===== src/rtl/down_cnt_pkg.sv =====
// Shared definitions for the down-counter timer: FSM state encoding and default width.
// The optional DOWN_CNT_AUTO_RELOAD_EN macro is consumed by the top, not here.
package down_cnt_pkg;

    localparam int DOWN_CNT_WIDTH = 3;

    typedef enum logic [1:0] {
        IDLE = 2'd0,
        RUN  = 2'd1,
        DONE = 2'd2
    } state_e;

endpackage


===== src/rtl/down_cnt_core.sv =====
// Count register with synchronous load and a saturating decrement.
// Also provides the zero and one detects that the controlling FSM relies on.
module down_cnt_core
    import down_cnt_pkg::*;
#(
    parameter int WIDTH = DOWN_CNT_WIDTH
) (
    input  logic             clk,
    input  logic             rst_n,
    input  logic             ld_i,
    input  logic [WIDTH-1:0] ld_val_i,
    input  logic             dec_i,
    output logic [WIDTH-1:0] q_o,
    output logic             is_zero_o,
    output logic             is_one_o
);

    logic [WIDTH-1:0] q_d, q_q;

    always_comb begin
        // NOTE: default first so every path assigns q_d; otherwise a latch is inferred.
        q_d = q_q;
        if (ld_i) begin
            q_d = ld_val_i;
        end else if (dec_i && !is_zero_o) begin
            q_d = q_q - WIDTH'(1);
        end
    end

    always_ff @(posedge clk or negedge rst_n) begin
        // NOTE: non-blocking assignment for state so all flops sample pre-edge values.
        if (!rst_n) begin
            q_q <= '0;
        end else begin
            q_q <= q_d;
        end
    end

    assign q_o       = q_q;
    assign is_zero_o = (q_q == '0);
    assign is_one_o  = (q_q == WIDTH'(1));

endmodule


===== src/rtl/async_down_counter_timer.sv =====
// Loadable down-counter timer: IDLE/RUN/DONE FSM with a one-cycle terminal-count pulse.
// Define DOWN_CNT_AUTO_RELOAD_EN to restart from the last loaded value after DONE.
module async_down_counter_timer
    import down_cnt_pkg::*;
#(
    parameter int WIDTH = DOWN_CNT_WIDTH
) (
    input  logic             clk,
    input  logic             rst_n,
    input  logic             load,
    input  logic [WIDTH-1:0] load_val,
    input  logic             en,
    output logic [WIDTH-1:0] q,
    output logic             tc,
    output logic             busy
);

    state_e           state_d, state_q;
    logic             core_ld;
    logic [WIDTH-1:0] core_ld_val;
    logic             core_dec;
    logic             q_is_zero;
    logic             q_is_one;

`ifdef DOWN_CNT_AUTO_RELOAD_EN
    logic [WIDTH-1:0] reload_d, reload_q;

    assign reload_d = load ? load_val : reload_q;

    always_ff @(posedge clk or negedge rst_n) begin
        if (!rst_n) begin
            reload_q <= '0;
        end else begin
            reload_q <= reload_d;
        end
    end
`endif

    always_comb begin
        state_d     = state_q;
        core_ld     = 1'b0;
        core_ld_val = load_val;
        core_dec    = 1'b0;
        if (load) begin
            core_ld = 1'b1;
            state_d = (load_val == '0) ? IDLE : RUN;
        end else begin
            unique case (state_q)
                IDLE: state_d = IDLE;
                RUN: begin
                    // A zero count in RUN is unreachable; fall back to IDLE rather than wrap.
                    if (q_is_zero) begin
                        state_d = IDLE;
                    end else if (en) begin
                        core_dec = 1'b1;
                        if (q_is_one) state_d = DONE;
                    end
                end
                DONE: begin
`ifdef DOWN_CNT_AUTO_RELOAD_EN
                    core_ld     = 1'b1;
                    core_ld_val = reload_q;
                    state_d     = (reload_q == '0) ? IDLE : RUN;
`else
                    state_d = IDLE;
`endif
                end
                default: state_d = IDLE;
            endcase
        end
    end

    always_ff @(posedge clk or negedge rst_n) begin
        if (!rst_n) begin
            state_q <= IDLE;
        end else begin
            state_q <= state_d;
        end
    end

    down_cnt_core #(
        .WIDTH(WIDTH)
    ) u_core (
        .clk      (clk),
        .rst_n    (rst_n),
        .ld_i     (core_ld),
        .ld_val_i (core_ld_val),
        .dec_i    (core_dec),
        .q_o      (q),
        .is_zero_o(q_is_zero),
        .is_one_o (q_is_one)
    );

    assign tc   = (state_q == DONE);
    assign busy = (state_q == RUN);

endmodule


===== config.mk =====
export PLATFORM = sky130hd
export DESIGN_NAME = async_down_counter_timer
export DESIGN_NICKNAME = d
export VERILOG_FILES = /design/src/rtl/down_cnt_pkg.sv /design/src/rtl/down_cnt_core.sv /design/src/rtl/async_down_counter_timer.sv
export SDC_FILE = /design/constraint.sdc
export NUM_CORES = 1
export LEC_CHECK = 0
export CAP_MARGIN = 20
export CORE_AREA = 2 2 39 41
export DETAILED_ROUTE_END_ITERATION = 6
export DIE_AREA = 0 0 41 43
export GPL_ROUTABILITY_DRIVEN = 0
export REMOVE_ABC_BUFFERS = 1
export SYNTH_ARGS = -nofsm -noshare
export SYNTH_HDL_FRONTEND = slang
export SYNTH_SLANG_ARGS = --single-unit

===== constraint.sdc =====
create_clock -name clk -period 3.16 [get_ports clk]
set_clock_uncertainty 0.05 [all_clocks]
set_input_delay 0.316 -clock clk [delete_from_list [all_inputs] [get_ports clk]]
set_output_delay 0.316 -clock clk [all_outputs]
set_load 0.02 [all_outputs]

==> run_results.csv <==
group,metric,value,unit
run_status,status,"completed",
detailed_routing,drc,0,
global_routing,grt_pass1_wl,1320,µm
yosys,synth_seq_cells,5,
sta,tightest_slew,0.304,ns
sta,slew_headroom,79.7,%
detailed_routing,dr.pass1.iters,4,
sta,holdWs,0.257,ns
cells_and_area,multi_input_area,199,µm²
yosys,synth_top_area_share,34.8,%
clock_tree,cts.repair.resized,0,
floorplan,pin_count,12,
clock_tree,cts_root_buf,"clkbuf_4",
clock_tree,clk_pin_slew,0.05,ns
sta,fin_crit_sh,59.2,%
power_and_ir_drop,p_per_area,470,mW/mm²
detailed_routing,num_vias,312,
yosys,synth_cell_type_count,20,
floorplan,die_w,41,µm
hold_path,hp-class,"in -> async",
global_routing,globalRouteMet2Util,15.9,%
global_routing,use_met3,3.14,%
sta,hold_viol,0,
floorplan,core,0.00138,mm²
job,cap_violations,0,
sta,rsz0062_at_grt,"false",
power_and_ir_drop,p_leak,0.000219,µW
yosys,synth.avg_cell_area,9.97,µm²
yosys,ys.flop_type,"dfrtp_1",
sta,slew_violations,0,
yosys,synth_common_cells,"5 x dfrtp_1, 5 x inv_1, 3 x ha_1, 3 x nand2_1, 3 x o21ai_1",
clock_tree,cts.sinks,5,
power_and_ir_drop,ir_drop,0.000136,V
global_routing,antenna_found_initial,0,
detailed_routing,drt-total-wl,811,µm
yosys,syn_inst,36,
cells_and_area,syn2layout_area_growth,39.0,%
yosys,yosysTopAreaCell,"dfrtp_1",
floorplan,initial_core_util,25.9,%
place,place_area,473,µm²
clock_tree,cts-htree-levels,1,
worst_setup_path,endpoint_kind,"output port",
cells_and_area,nNetsFinal,60,
worst_setup_path,path_class,"reg -> out",
place,dp_hpwl,613,µm
sta,setup_violations,0,
detailed_routing,detail_route.iter0.violations,2,
yosys,synthTopCellsByArea,"dfrtp_1 35%, ha_1 10%, a311o_1 5.6%",
worst_setup_path,critPathMaxFanout,7,
cells_and_area,design_area,499,µm²
clock_tree,cts_buffers,3,
global_routing,gr-max-usage-layer,"met2",
floorplan,fp.dieArea,0.00176,mm²
clock_tree,cts_tree,"done",
global_routing,grt_pass1_vias,315,
detailed_routing,viasPerCell,4.80,
cells_and_area,ff_latch_area,125,µm²
detailed_routing,wl_per_cell,12.5,µm
global_routing,grt_use_met1,14.2,%
clock_tree,clockBufferDepth,2,
sta,setup_tns,0,ns
place,io_buffer_count,11,
cells_and_area,final_layout_size_suffix_gt1_share,12.2,%
clock_tree,clkLatencyLatePin,0.25,ns
sta,max_clock_freq,535,MHz
worst_setup_path,start_kind,"register",
global_routing,grt_overflow,0,
yosys,synth_edf_count,0,
worst_setup_path,worstPathArrival,1.50,ns
detailed_routing,ant_nets,0,
sta,layout_setup_ws,1.29,ns
yosys,async_reset_ff_share,100,%
cells_and_area,antennaDiodeCount,0,
global_routing,grt_max_degree,11,
cells_and_area,fill_cells,148,
yosys,synth_area,359,µm²
worst_setup_path,worstPathRequired,2.79,ns
global_routing,grt.total_usage,11.7,%
clock_tree,postCtsHoldBufs,0,
sta,fin_crit,1.87,ns
clock_tree,post_cts_buffers,0,
yosys,seq_area_frac_synth,34.8,%
place,dpl_worst_slack,1.54,ns
floorplan,row_count,14,
floorplan,die_y,43,µm
yosys,yosysWarnings,0,
## critical path, stage by stage, from the launching register on
cell and delay (ns):
dfrtp_1 0.40, nor2b_4 0.22, clkdlybuf4s50_1 0.64
## path summary, 6_finish.rpt
path	start	endpoint	slack, ns	depth (start not counted)
worst max-delay path	state_q[1]	busy	1.29	2
worst min-delay path	rst_n	u_core.q_o[0]	0.26	1
worst max register to register	u_core.q_o[0]	u_core.q_o[0]	1.75	5
worst min register to register	u_core.q_o[1]	u_core.q_o[1]	0.54	2
max in group asynchronous	rst_n	state_q[0]	2.59	1
min in group clk	u_core.q_o[1]	u_core.q_o[1]	0.54	2
## cell usage in the layout, fill, tap and decap left out, types with 2 or more instances in the layout
| cell type | instances |
|---|---|
| clkdlybuf4s50_1 | 11 |
| clkbuf_4 | 3 |
| nand2_1 | 3 |
| ha_1 | 3 |
| or2_1 | 2 |
| dfrtp_1 | 5 |
| inv_1 | 5 |
| a311o_1 | 2 |
| o21ai_1 | 3 |
## power by group
part	switching, µW	internal, µW
sequential	6.26	71.0
combinational	40.5	38.6
clock	30.4	48.0
total	77.2	158
## registers in the layout, indices dropped and copies added (netlist names)
register and count:
u_core.q_o 3, state_q 2
## layer usage
layer  vias to the layer above  routed length (µm)  part of all wire (%)
li1                        156                   -                     -
met1                       141                 360                    44
met2                        11                 372                    46
met3                         4                  51                   6.3
met4                         0                  27                   3.3
met5                         -                   0                     0
## stage by stage
| stage | cells | utilization, % | total power [µW] |
|---|---|---|---|
| 5_1_grt | 65 | 36.1 | 251 |
| 2_1_floorplan | 34 | - | 124 |
| 4_1_cts | 65 | 36.1 | 236 |
| 6_report | 65 | 36.1 | 235 |
| 3_5_place_dp | 61 | 34.2 | 158 |
| 3_3_place_gp | 61 | 34.2 | 158 |
## layout make-up
class / count / area share, %
flip-flops and latches: 5 / 25.1
inverters: 5 / 3.76
multi-input cells: 24 / 39.8
repair buffers: 11 / 22.1
clock buffers: 4 / 5.26
well taps: 16 / 4.01
## cell families after synthesis
family,after synthesis,share of synthesized area (%)
adder cells (fa/ha/maj),3,10.5
AND/OR/NAND/NOR,10,22.6
flip-flops,5,34.8
AO/OA/AOI/OAI,11,22.3
buffers and inverters,7,9.76
Note: power is estimated with default switching activity, not from simulation.
